**src/rtl/ioaddr.sv**
```systemverilog
// I/O address map shared by the CPU-side peripherals.
// Endpoint register addresses live here, not in the endpoint package.
package ioaddr;
    localparam logic [15:0] ENDPI0_DATA   = 16'h5000;
    localparam logic [15:0] ENDPI0_STATUS = 16'h5002;
endpackage

```
**src/rtl/usb_endp_pkg.sv**
```systemverilog
// Shared types for the USB IN endpoint: FSM states and
// STATUS register bit positions.
package usb_endp_pkg;
    typedef enum logic [1:0] {
        ST_IDLE,
        ST_ARMED,
        ST_SEND,
        ST_WAIT_ACK
    } ep_state_e;

    // STATUS read fields
    localparam int SB_ARMED  = 0;
    localparam int SB_TOGGLE = 1;
    localparam int SB_STALL  = 2;
    localparam int SB_FULL   = 3;
    localparam int SB_CNT    = 4;

    // STATUS write controls
    localparam int CB_ARM    = 0;
    localparam int CB_STALL  = 2;
    localparam int CB_FLUSH  = 3;

    function automatic logic [15:0] status_word(
        input logic [3:0] cnt,
        input logic       full,
        input logic       stall,
        input logic       toggle,
        input logic       armed
    );
        logic [15:0] w;
        w               = 16'h0;
        w[SB_ARMED]     = armed;
        w[SB_TOGGLE]    = toggle;
        w[SB_STALL]     = stall;
        w[SB_FULL]      = full;
        w[SB_CNT +: 4]  = cnt;
        return w;
    endfunction
endpackage

```
**src/rtl/usb_pktbuf.sv**
```systemverilog
// Packet byte store: synchronous write, asynchronous read.
// Contents are not reset.
module usb_pktbuf #(
    parameter int DEPTH = 8,
    parameter int AW    = $clog2(DEPTH)
) (
    input  logic          clk,
    input  logic          we,
    input  logic [AW-1:0] waddr,
    input  logic [7:0]    wdata,
    input  logic [AW-1:0] raddr,
    output logic [7:0]    rdata
);
    logic [7:0] mem [DEPTH];

    // byte write from the CPU port
    always_ff @(posedge clk) begin
        if (we) begin
            mem[waddr] <= wdata;
        end
    end

    assign rdata = mem[raddr];
endmodule

```
**src/rtl/usb_endpi.sv**
```systemverilog
// USB IN endpoint: CPU loads a packet, arms it, and the FSM
// streams it to the SIE with DATA0/DATA1 toggling and retry.
module usb_endpi
    import usb_endp_pkg::*;
#(
    parameter logic [15:0] DATA_ADDR   = ioaddr::ENDPI0_DATA,
    parameter logic [15:0] STATUS_ADDR = ioaddr::ENDPI0_STATUS,
    parameter int          MAXPKT      = 8
) (
    input  logic        clk,
    input  logic        reset,
    input  logic [15:0] io_addr,
    input  logic        io_wr,
    input  logic        io_rd,
    input  logic [15:0] io_din,
    output logic [15:0] io_dout,
    input  logic        in_token,
    input  logic        setup_rx,
    input  logic        ack_rx,
    output logic        tx_valid,
    output logic [7:0]  tx_data,
    output logic        tx_last,
    output logic        tx_zlp,
    output logic        tx_pid1,
    input  logic        tx_ready,
    output logic        hs_nak,
    output logic        hs_stall
);
    localparam int AW = $clog2(MAXPKT);
    localparam int CW = AW + 1;
    localparam logic [CW-1:0] FULL_CNT = CW'(MAXPKT);

    ep_state_e     state_q, state_d;
    logic [CW-1:0] count_q, count_d;
    logic [AW-1:0] rd_idx_q, rd_idx_d;
    logic          toggle_q, toggle_d;
    logic          stall_q, stall_d;
    logic [15:0]   dout_q, dout_d;
    logic          nak_q, nak_d;
    logic          stl_q, stl_d;
    logic          zlp_q, zlp_d;

    logic          data_wr, stat_wr, stat_rd;
    logic          buf_we, sending, go;
    logic [7:0]    buf_rdata, cnt8;
    logic          unused_bits;

    assign data_wr = io_wr && (io_addr == DATA_ADDR);
    assign stat_wr = io_wr && (io_addr == STATUS_ADDR);
    assign stat_rd = io_rd && (io_addr == STATUS_ADDR);
    assign sending = (state_q == ST_SEND);
    assign go      = in_token && !stall_q;
    assign cnt8    = 8'(count_q);

    assign unused_bits = ^{io_din[15:4], io_din[1], cnt8[7:4]};

    usb_pktbuf #(.DEPTH(MAXPKT), .AW(AW)) u_buf (
        .clk   (clk),
        .we    (buf_we),
        .waddr (count_q[AW-1:0]),
        .wdata (io_din[7:0]),
        .raddr (rd_idx_q),
        .rdata (buf_rdata)
    );

    assign tx_valid = sending;
    assign tx_data  = sending ? buf_rdata : 8'h0;
    assign tx_last  = sending && ({1'b0, rd_idx_q} == count_q - CW'(1));
    assign tx_pid1  = toggle_q;
    assign tx_zlp   = zlp_q;
    assign hs_nak   = nak_q;
    assign hs_stall = stl_q;
    assign io_dout  = dout_q;

    // next state, buffer write and handshake pulses
    always_comb begin
        state_d  = state_q;
        count_d  = count_q;
        rd_idx_d = rd_idx_q;
        toggle_d = toggle_q;
        stall_d  = stall_q;
        nak_d    = 1'b0;
        stl_d    = 1'b0;
        zlp_d    = 1'b0;
        buf_we   = 1'b0;
        dout_d   = stat_rd ? status_word(cnt8[3:0],
                                         count_q == FULL_CNT,
                                         stall_q, toggle_q,
                                         state_q != ST_IDLE)
                           : 16'h0;
        if (setup_rx) begin
            // control transfer restart overrides everything else
            toggle_d = 1'b1;
            stall_d  = 1'b0;
            count_d  = '0;
            state_d  = ST_IDLE;
        end else begin
            if (stat_wr) stall_d = io_din[CB_STALL];
            if (in_token && stall_q) stl_d = 1'b1;
            unique case (state_q)
                ST_IDLE: begin
                    if (go) nak_d = 1'b1;
                    if (data_wr && count_q < FULL_CNT) begin
                        buf_we  = 1'b1;
                        count_d = count_q + CW'(1);
                    end
                    if (stat_wr && io_din[CB_FLUSH]) count_d = '0;
                    if (stat_wr && io_din[CB_ARM]) state_d = ST_ARMED;
                end
                ST_ARMED, ST_WAIT_ACK: begin
                    if (state_q == ST_WAIT_ACK && ack_rx) begin
                        toggle_d = ~toggle_q;
                        count_d  = '0;
                        state_d  = ST_IDLE;
                    end else if (go) begin
                        // first try or host retry after a lost ACK
                        if (count_q == '0) begin
                            zlp_d   = 1'b1;
                            state_d = ST_WAIT_ACK;
                        end else begin
                            rd_idx_d = '0;
                            state_d  = ST_SEND;
                        end
                    end
                end
                ST_SEND: begin
                    if (tx_ready) begin
                        rd_idx_d = rd_idx_q + AW'(1);
                        if (tx_last) state_d = ST_WAIT_ACK;
                    end
                end
                default: state_d = ST_IDLE;
            endcase
        end
    end

    // state and output registers, synchronous reset
    always_ff @(posedge clk) begin
        if (reset) begin
            state_q  <= ST_IDLE;
            count_q  <= '0;
            rd_idx_q <= '0;
            toggle_q <= 1'b0;
            stall_q  <= 1'b0;
            dout_q   <= 16'h0;
            nak_q    <= 1'b0;
            stl_q    <= 1'b0;
            zlp_q    <= 1'b0;
        end else begin
            state_q  <= state_d;
            count_q  <= count_d;
            rd_idx_q <= rd_idx_d;
            toggle_q <= toggle_d;
            stall_q  <= stall_d;
            dout_q   <= dout_d;
            nak_q    <= nak_d;
            stl_q    <= stl_d;
            zlp_q    <= zlp_d;
        end
    end
endmodule

```
**config.mk**
```make
export PLATFORM = sky130hd
export DESIGN_NAME = usb_endpi
export DESIGN_NICKNAME = d
export VERILOG_FILES = /design/src/rtl/ioaddr.sv /design/src/rtl/usb_endp_pkg.sv /design/src/rtl/usb_pktbuf.sv /design/src/rtl/usb_endpi.sv
export SDC_FILE = /design/constraint.sdc
export NUM_CORES = 1
export LEC_CHECK = 0
export CAP_MARGIN = 30
export CORE_MARGIN = 1
export CORE_UTILIZATION = 50
export DETAILED_ROUTE_END_ITERATION = 10
export PLACE_DENSITY = 0.88
export REMOVE_ABC_BUFFERS = 1
export SLEW_MARGIN = 20
export SYNTH_ARGS = -nofsm -noshare
export SYNTH_HDL_FRONTEND = slang
export SYNTH_SLANG_ARGS = --single-unit
```
**constraint.sdc**
```tcl
create_clock -name clk -period 3.1 [get_ports clk]
set_input_delay 0.465 -clock clk [delete_from_list [all_inputs] [get_ports clk]]
set_output_delay 0.465 -clock clk [all_outputs]
set_load 0.03 [all_outputs]
```
==> metrics.md, run 1 <==
| Metric | Value |
|---|---|
| Hold_buf cts | 0 |
| GRT overflow | 0 |
| Worst setup endpoint | tx_data[5] |
| Worst Max-Slew Pin Slew | approximately 0.57 ns |
| Max Cap Viol | 0 |
| Fill cells | 542 |
| EDFF count, synth | 64 |
| TritonCTS buffer count | 9 |
| Antenna violations before repair | 0 |
| Largest net degree at the start of global routing | 17 |
| CP max FO | 16 |
| Core Util, Final | ~64% |
| DP HPWL | roughly 5200 µm |
| Share of layout cells above drive strength 1 | 18.9% |
| Setup violators final | 0 |
| Starting Density | between 50% and 60% |
| RR Startpoint | count_q[1] |
| Clock Skew | approximately 0.0073 ns |
| Final-report max-slew violation count | 0 |
| Worst skew pair latency | about 0.35 ns |
| Syn avg cell area | 15.0 µm² |
| Fmax | 356 MHz |
| R2R cell count | 8 |
| Core Rows | 31 |
| DR DRC count | 0 |
| Post-DP Area | between 4000 and 5000 µm² |
| I/O pin cnt | 70 |
| WL met3 | between 400 and 500 µm |
| Net Sw Power | roughly 0.45 mW |
| Die area | 7850 µm² |
| Post-Syn Instances | 250 |
| Post-synthesis sequential area ratio | approximately 65% |
| Worst Path Required | about 2.6 ns |
| I/O Buffers | between 50 and 60 |
| Non-Filler Instances | 422 |
| HP Class | reg -> reg |
| # diodes | 0 |
| P_leak | between 1.5 and 2 nW |
| Vias | between 2000 and 2500 |
| Fin nets | between 300 and 400 |
| Top FF cell, synth | edfxtp_1 |
| Die H | ~89 µm |
| RSZ-0062 raised after global routing | no |
| Outcome | complete, no violations |
| Placed insts | 406 |
| H-tree lvl count | 3 |
| Flop pwr share | about three fifths |
| Antenna violation net count after detailed routing | 0 |
| First-pass GRT wire length | around 11000 µm |
| Peak supply drop | ~0.00023 V |
| Final Hold Viols | 0 |
| Critical path depth | 5 |
| Synth area leader | edfxtp_1 |
| DR top layer | met4 |
| Die W | about 89 µm |
| CTS tree | yes |
| Final wirelength | between 7000 and 8000 µm |
| Vias in the first global route | between 2000 and 2500 |
| Iteration-0 DRC Markers | between 100 and 150 |
| Crit start category | register |
| Worst Path Buf+Inv | 2 |
| Max incr delay on CP | around 0.58 ns |
| Clock share of power | ~34% |
| First-pass DRT Iterations | 4 |
| Gate power share | slightly above 4% |
| Detail Route met2 WL | 3830 µm |
| Global router's overall resource usage | between 20% and 30% |
| Total power per unit cell area | roughly 450 nW/µm² |
| CP top delay family | buffers and inverters |
| Reg2reg setup slack | 1.05 ns |
| Clock transition at path regs | roughly 0.080 ns |
| Synth Register Bits | just under 90 |
| Floorplan core area | ~7300 µm² |
| Avg WL per Cell | approximately 17 µm |
| Sw Ratio | 21.9% |
| Most frequent cell after synthesis | edfxtp_1 |
| Slowest-stage cell, CP | clkdlybuf4s50_1 |
| Slew HR | roughly 62% |
| Min Tclk post-route | about 2.8 ns |
| GPL Wtd Cong | around 0.81 |
| Yosys top cell area share | 51.3% |
| Clk sink count | 89 |
| Yosys cell types | between 40 and 50 |
| Internal Pwr Total | between 1.5 and 2 mW |
| Critical path class | reg -> out |
| Wire length on met1 | 2880 µm |
| Max clock buf depth | 2 |
| Fin area | around 4600 µm² |
| Mapped Area | 3750 µm² |
| Critical Path AT | ~2.4 ns |
| R2R Path End | rd_idx_q[1] |
| CTS root buffer | clkbuf_8 |
| Vias per cell | about 5.4 |
| Ys async rst share | 0% |
| Crit. End Element | primary output |
| YS warnings | 0 |
| Post-CTS setup repair buffer count | 0 |
| CP Cell Sequence | buf_4 > mux4_2 > mux2i_1 > nor2_1 > clkdlybuf4s50_1 |
| Most frequent cells after synthesis | edfxtp_1 (64), dfxtp_1 (25), nor2_1 (24), mux4_2 (16) |
| Area Growth Syn to Fin | 23.7% |
| Cells taking the most area after synthesis | edfxtp_1 (51%), dfxtp_1 (13%), mux4_2 (9.6%), mux2i_1 (2.7%), nor2_1 (2.4%) |
| Final Cycle Share | between 90% and 100% |
-- layout by cell type (no fill, tap or decap), types with 4 or more instances in the layout --
master,synthesis,routed
mux2i_1,10,10
clkdlybuf4s50_1,0,52
buf_4,8,18
nand3_1,4,4
a21oi_1,8,8
inv_1,4,4
dfxtp_1,25,24
mux4_2,16,16
xor2_1,5,5
edfxtp_1,64,64
and2_1,8,8
ha_1,4,4
nor2_1,24,24
nand2_1,6,6
clkbuf_8,0,9
conb_1,1,8
-- routing by layer --
metal,vias up,global-route usage (%)
li1,1069,-
met1,1103,23.5
met2,82,36.4
met3,8,4.94
met4,0,8.65
met5,-,0
-- worst reg2reg max path: stages, from the launching register on --
cell and delay (ns):
dfxtp_2 0.46, inv_1 0.14, ha_1 0.23, nor4bb_1 0.16, a21oi_1 0.24, nor4b_1 0.28
buf_4 0.19, nand3_1 0.07, a21oi_1 0.20
-- what timing repair did --
action,in CTS,in global routing
gates resized for setup,1,1
setup endpoints to repair,1,1
pin swaps,0,0
gates cloned,0,0
-- cells by family (layout without fill, tap and decap cells) --
family / after synthesis / in the layout / synth area share, %
fa+ha+maj: 4 / 4 / 1.34
simple gates: 81 / 81 / 14.0
mux: 26 / 26 / 12.3
compound gates: 19 / 19 / 3.20
xor+xnor: 5 / 5 / 1.17
buf+inv: 25 / 91 / 3.34
other cells: 1 / 8 / 0.100
flops: 89 / 89 / 64.6
-- state kept, by name, indices dropped and copies added (netlist names), named ones only --
register and count:
tx_pid1 1, rd_idx_q 3, state_q 2, tx_zlp 1
hs_stall 1, count_q 4, stall_q 1, io_dout 8
hs_nak 1, u_buf.mem 64
-- cell type report --
cell class | instances | area, µm² | share of cell area [%]
repair buffers | 71 | 668 | 14.4
flip-flops and latches | 89 | 2420 | 52.3
inverters | 4 | 15.0 | 0.324
multi-input cells | 143 | 1230 | 26.5
clock inverters | 6 | 50.0 | 1.08
well taps | 99 | 124 | 2.67
clock buffers | 10 | 128 | 2.75
-- per-stage QoR --
stage               worst slack (ns)  power, mW  setup TNS (ns)  hold slack [ns]
global route                   0.146       2.14               0            0.514
floorplan                      0.256       1.33               0            0.458
finish                         0.290       2.07               0            0.500
CTS                            0.109       2.09               0            0.504
global placement             0.00964       1.38               0            0.486
detailed placement           -0.0471       1.39          -0.467            0.491
-- power by group through the flow --
stage,logic (mW),registers [mW],clock network [mW]
6_report,0.0852,1.27,0.709
4_1_cts,0.0857,1.27,0.735
2_1_floorplan,0.0230,1.30,0
3_5_place_dp,0.0853,1.30,0
3_3_place_gp,0.0829,1.30,0
5_1_grt,0.0928,1.27,0.775
-- how the worst min path moves through the flow --
stage               startpoint         end  slack (ns)  depth (start not counted)
floorplan              stall_q  io_dout[2]        0.46                          1
global placement       stall_q  io_dout[2]        0.49                          1
detailed placement     tx_pid1  io_dout[1]        0.49                          1
CTS                    tx_pid1  io_dout[1]        0.50                          1
global route           tx_pid1  io_dout[1]        0.51                          1
finish                 tx_pid1  io_dout[1]        0.50                          1
Power figures use the tool's default switching activity.
==> run 2: changes to the inputs <==
==> constraint.sdc (replaced) <==
create_clock -name clk -period 2.8 [get_ports clk]
set_input_delay 0.42 -clock clk [delete_from_list [all_inputs] [get_ports clk]]
set_output_delay 0.42 -clock clk [all_outputs]
set_load 0.03 [all_outputs]
==> metrics.md, run 2 (synthesized netlist as in run 1, its figures left out) <==
| Metric | Value |
|---|---|
| HP Class | reg -> reg |
| Worst skew pair latency | ~0.35 ns |
| Setup ws final | between 0.08 and 0.09 ns |
| Max reg flops | 64 |
| Slew HR | 62.9% |
| Crit. End Element | register |
| Most common cell after layout, fill and taps aside | edfxtp_1 |
| CTS tree | yes |
| Crit start category | input port |
| Final-report max-slew violation count | 0 |
| Die W | 88.6 µm |
| TNS Setup | 0 ns |
| I/O pin cnt | 70 |
| P_leak | approximately 1.6 nW |
| DR DRC count | 0 |
| Min Tclk post-route | between 2 and 3 ns |
| Total power per unit cell area | approximately 520 nW/µm² |
| Pre-CTS setup slack | -0.289 ns |
| Fill cells | 546 |
| Clock share of power | between 30 and 40% |
| Core Util, Final | around two thirds |
| Reg with most FFs | u_buf.mem |
| Core Rows | 31 |
| Fin nets | between 300 and 400 |
| DP HPWL | around 5100 µm |
| Antenna violations before repair | 0 |
| Non-Filler Instances | roughly 430 |
| Vias in the first global route | 2354 |
| Peak supply drop | ~0.00034 V |
| Placed insts | between 400 and 500 |
| Critical path class | in -> reg |
| Area Growth Syn to Fin | 26.3% |
| Flop pwr share | between 50% and 60% |
| First-pass DRT Iterations | 4 |
| Fmax | approximately 370 MHz |
| Vias per cell | about 5.4 |
| Internal Pwr Total | around 2.0 mW |
| Global router's overall resource usage | between 20% and 30% |
| Most frequent cells in the layout | edfxtp_1 (64), clkdlybuf4s50_1 (52), dfxtp_1 (25) |
| Vias | about 2300 |
| GPL Wtd Cong | 0.843 |
| Worst Path Required | ~2.9 ns |
| Avg WL per Cell | ~17 µm |
| Net Sw Power | 0.472 mW |
| Reg2reg setup slack | between 0.8 and 0.9 ns |
| Floorplan core area | ~7300 µm² |
| Clock transition at path regs | 0.08 ns |
| Largest net degree at the start of global routing | 17 |
| Clk sink count | 89 |
| Final Hold Viols | 0 |
| Worst Max-Slew Pin Slew | approximately 0.56 ns |
| Post-CTS setup repair buffer count | 0 |
| Iteration-0 DRC Markers | 106 |
| GRT overflow | 0 |
| TritonCTS buffer count | 9 |
| Die H | 88.6 µm |
| CTS root buffer | clkbuf_8 |
| Die area | approximately 7800 µm² |
| Hold_buf cts | 0 |
| Sw Ratio | between 10% and 20% |
| Setup violators final | 0 |
| PostCTS Resize Cnt | 0 |
| First-pass GRT wire length | ~12000 µm |
| Max clock buf depth | 2 |
| Outcome | complete, no violations |
| Max Cap Viol | 0 |
| Antenna violation net count after detailed routing | 0 |
| Critical Path AT | 2.78 ns |
| Final Cycle Share | roughly 97% |
| Starting Density | 51.7% |
| Gate power share | approximately 4.0% |
| Share of layout cells above drive strength 1 | 19.8% |
| I/O Buffers | 53 |
| Clock Skew | approximately 0.0096 ns |
| RSZ-0062 raised after global routing | no |
| Final wirelength | about 7200 µm |
| H-tree lvl count | 3 |
| # diodes | 0 |
| CP max FO | 4 |
-- run 2: changes by cell type in the layout (fill, tap and decap cells not counted), sizes merged --
| cell | change |
|---|---|
| buf | +6 |
| bufinv | +2 |
| clkbuf | +2 |
| clkinvlp | -1 |
| inv | -3 |
-- run 2: layer usage --
| layer | up-vias | GRT usage [%] | share of wire (%) |
|---|---|---|---|
| met4 | 0 | 7.62 | 1.4 |
| met5 | - | 0 | 0 |
| met1 | 1144 | 25.1 | 41 |
| met3 | 11 | 6.16 | 5.9 |
| li1 | 1078 | - | - |
| met2 | 86 | 36.2 | 52 |
-- run 2: power by group through the flow --
stage	registers, mW	logic, mW	clock network, mW
after floorplan	1.44	0.0255	0
after global routing	1.41	0.106	1.03
final	1.41	0.0975	0.951
after detailed placement	1.44	0.0970	0
after CTS	1.41	0.0975	0.979
after global placement	1.44	0.0944	0
-- run 2: cell type report --
type	count	area (µm²)	share of cell area (%)
sequential	89	2420	51.1
multi-input combinational	143	1230	25.9
timing repair buffer	77	726	15.3
clock buffer	12	145	3.06
tap	99	124	2.62
clock inverter	4	76.3	1.61
inverter	4	15.0	0.317
-- run 2: worst paths after layout --
check / cells past startpoint / from / to
worst min register to register: 1 / tx_pid1 / io_dout[1]
worst max-delay path: 7 / io_addr[9] / u_buf.mem[1][0]
worst min-delay path: 1 / tx_pid1 / io_dout[1]
worst max register to register: 8 / count_q[1] / register
-- run 2: metrics by stage --
| stage | instance area (µm²) | hold slack, ns | power, mW |
|---|---|---|---|
| after detailed placement | 4510 | 0.492 | 1.54 |
| after floorplan | 3660 | 0.458 | 1.47 |
| after CTS | 4730 | 0.507 | 2.49 |
| final | 4740 | 0.504 | 2.46 |
| after global placement | 4510 | 0.491 | 1.53 |
| after global routing | 4740 | 0.524 | 2.55 |
-- run 2: critical path: stages --
cell and delay, ns:
clkdlybuf4s50_1 0.40, or4_4 0.56, nor4_4 0.29, nand2_1 0.12, or4_4 0.54, nor4_4 0.25, buf_4 0.19
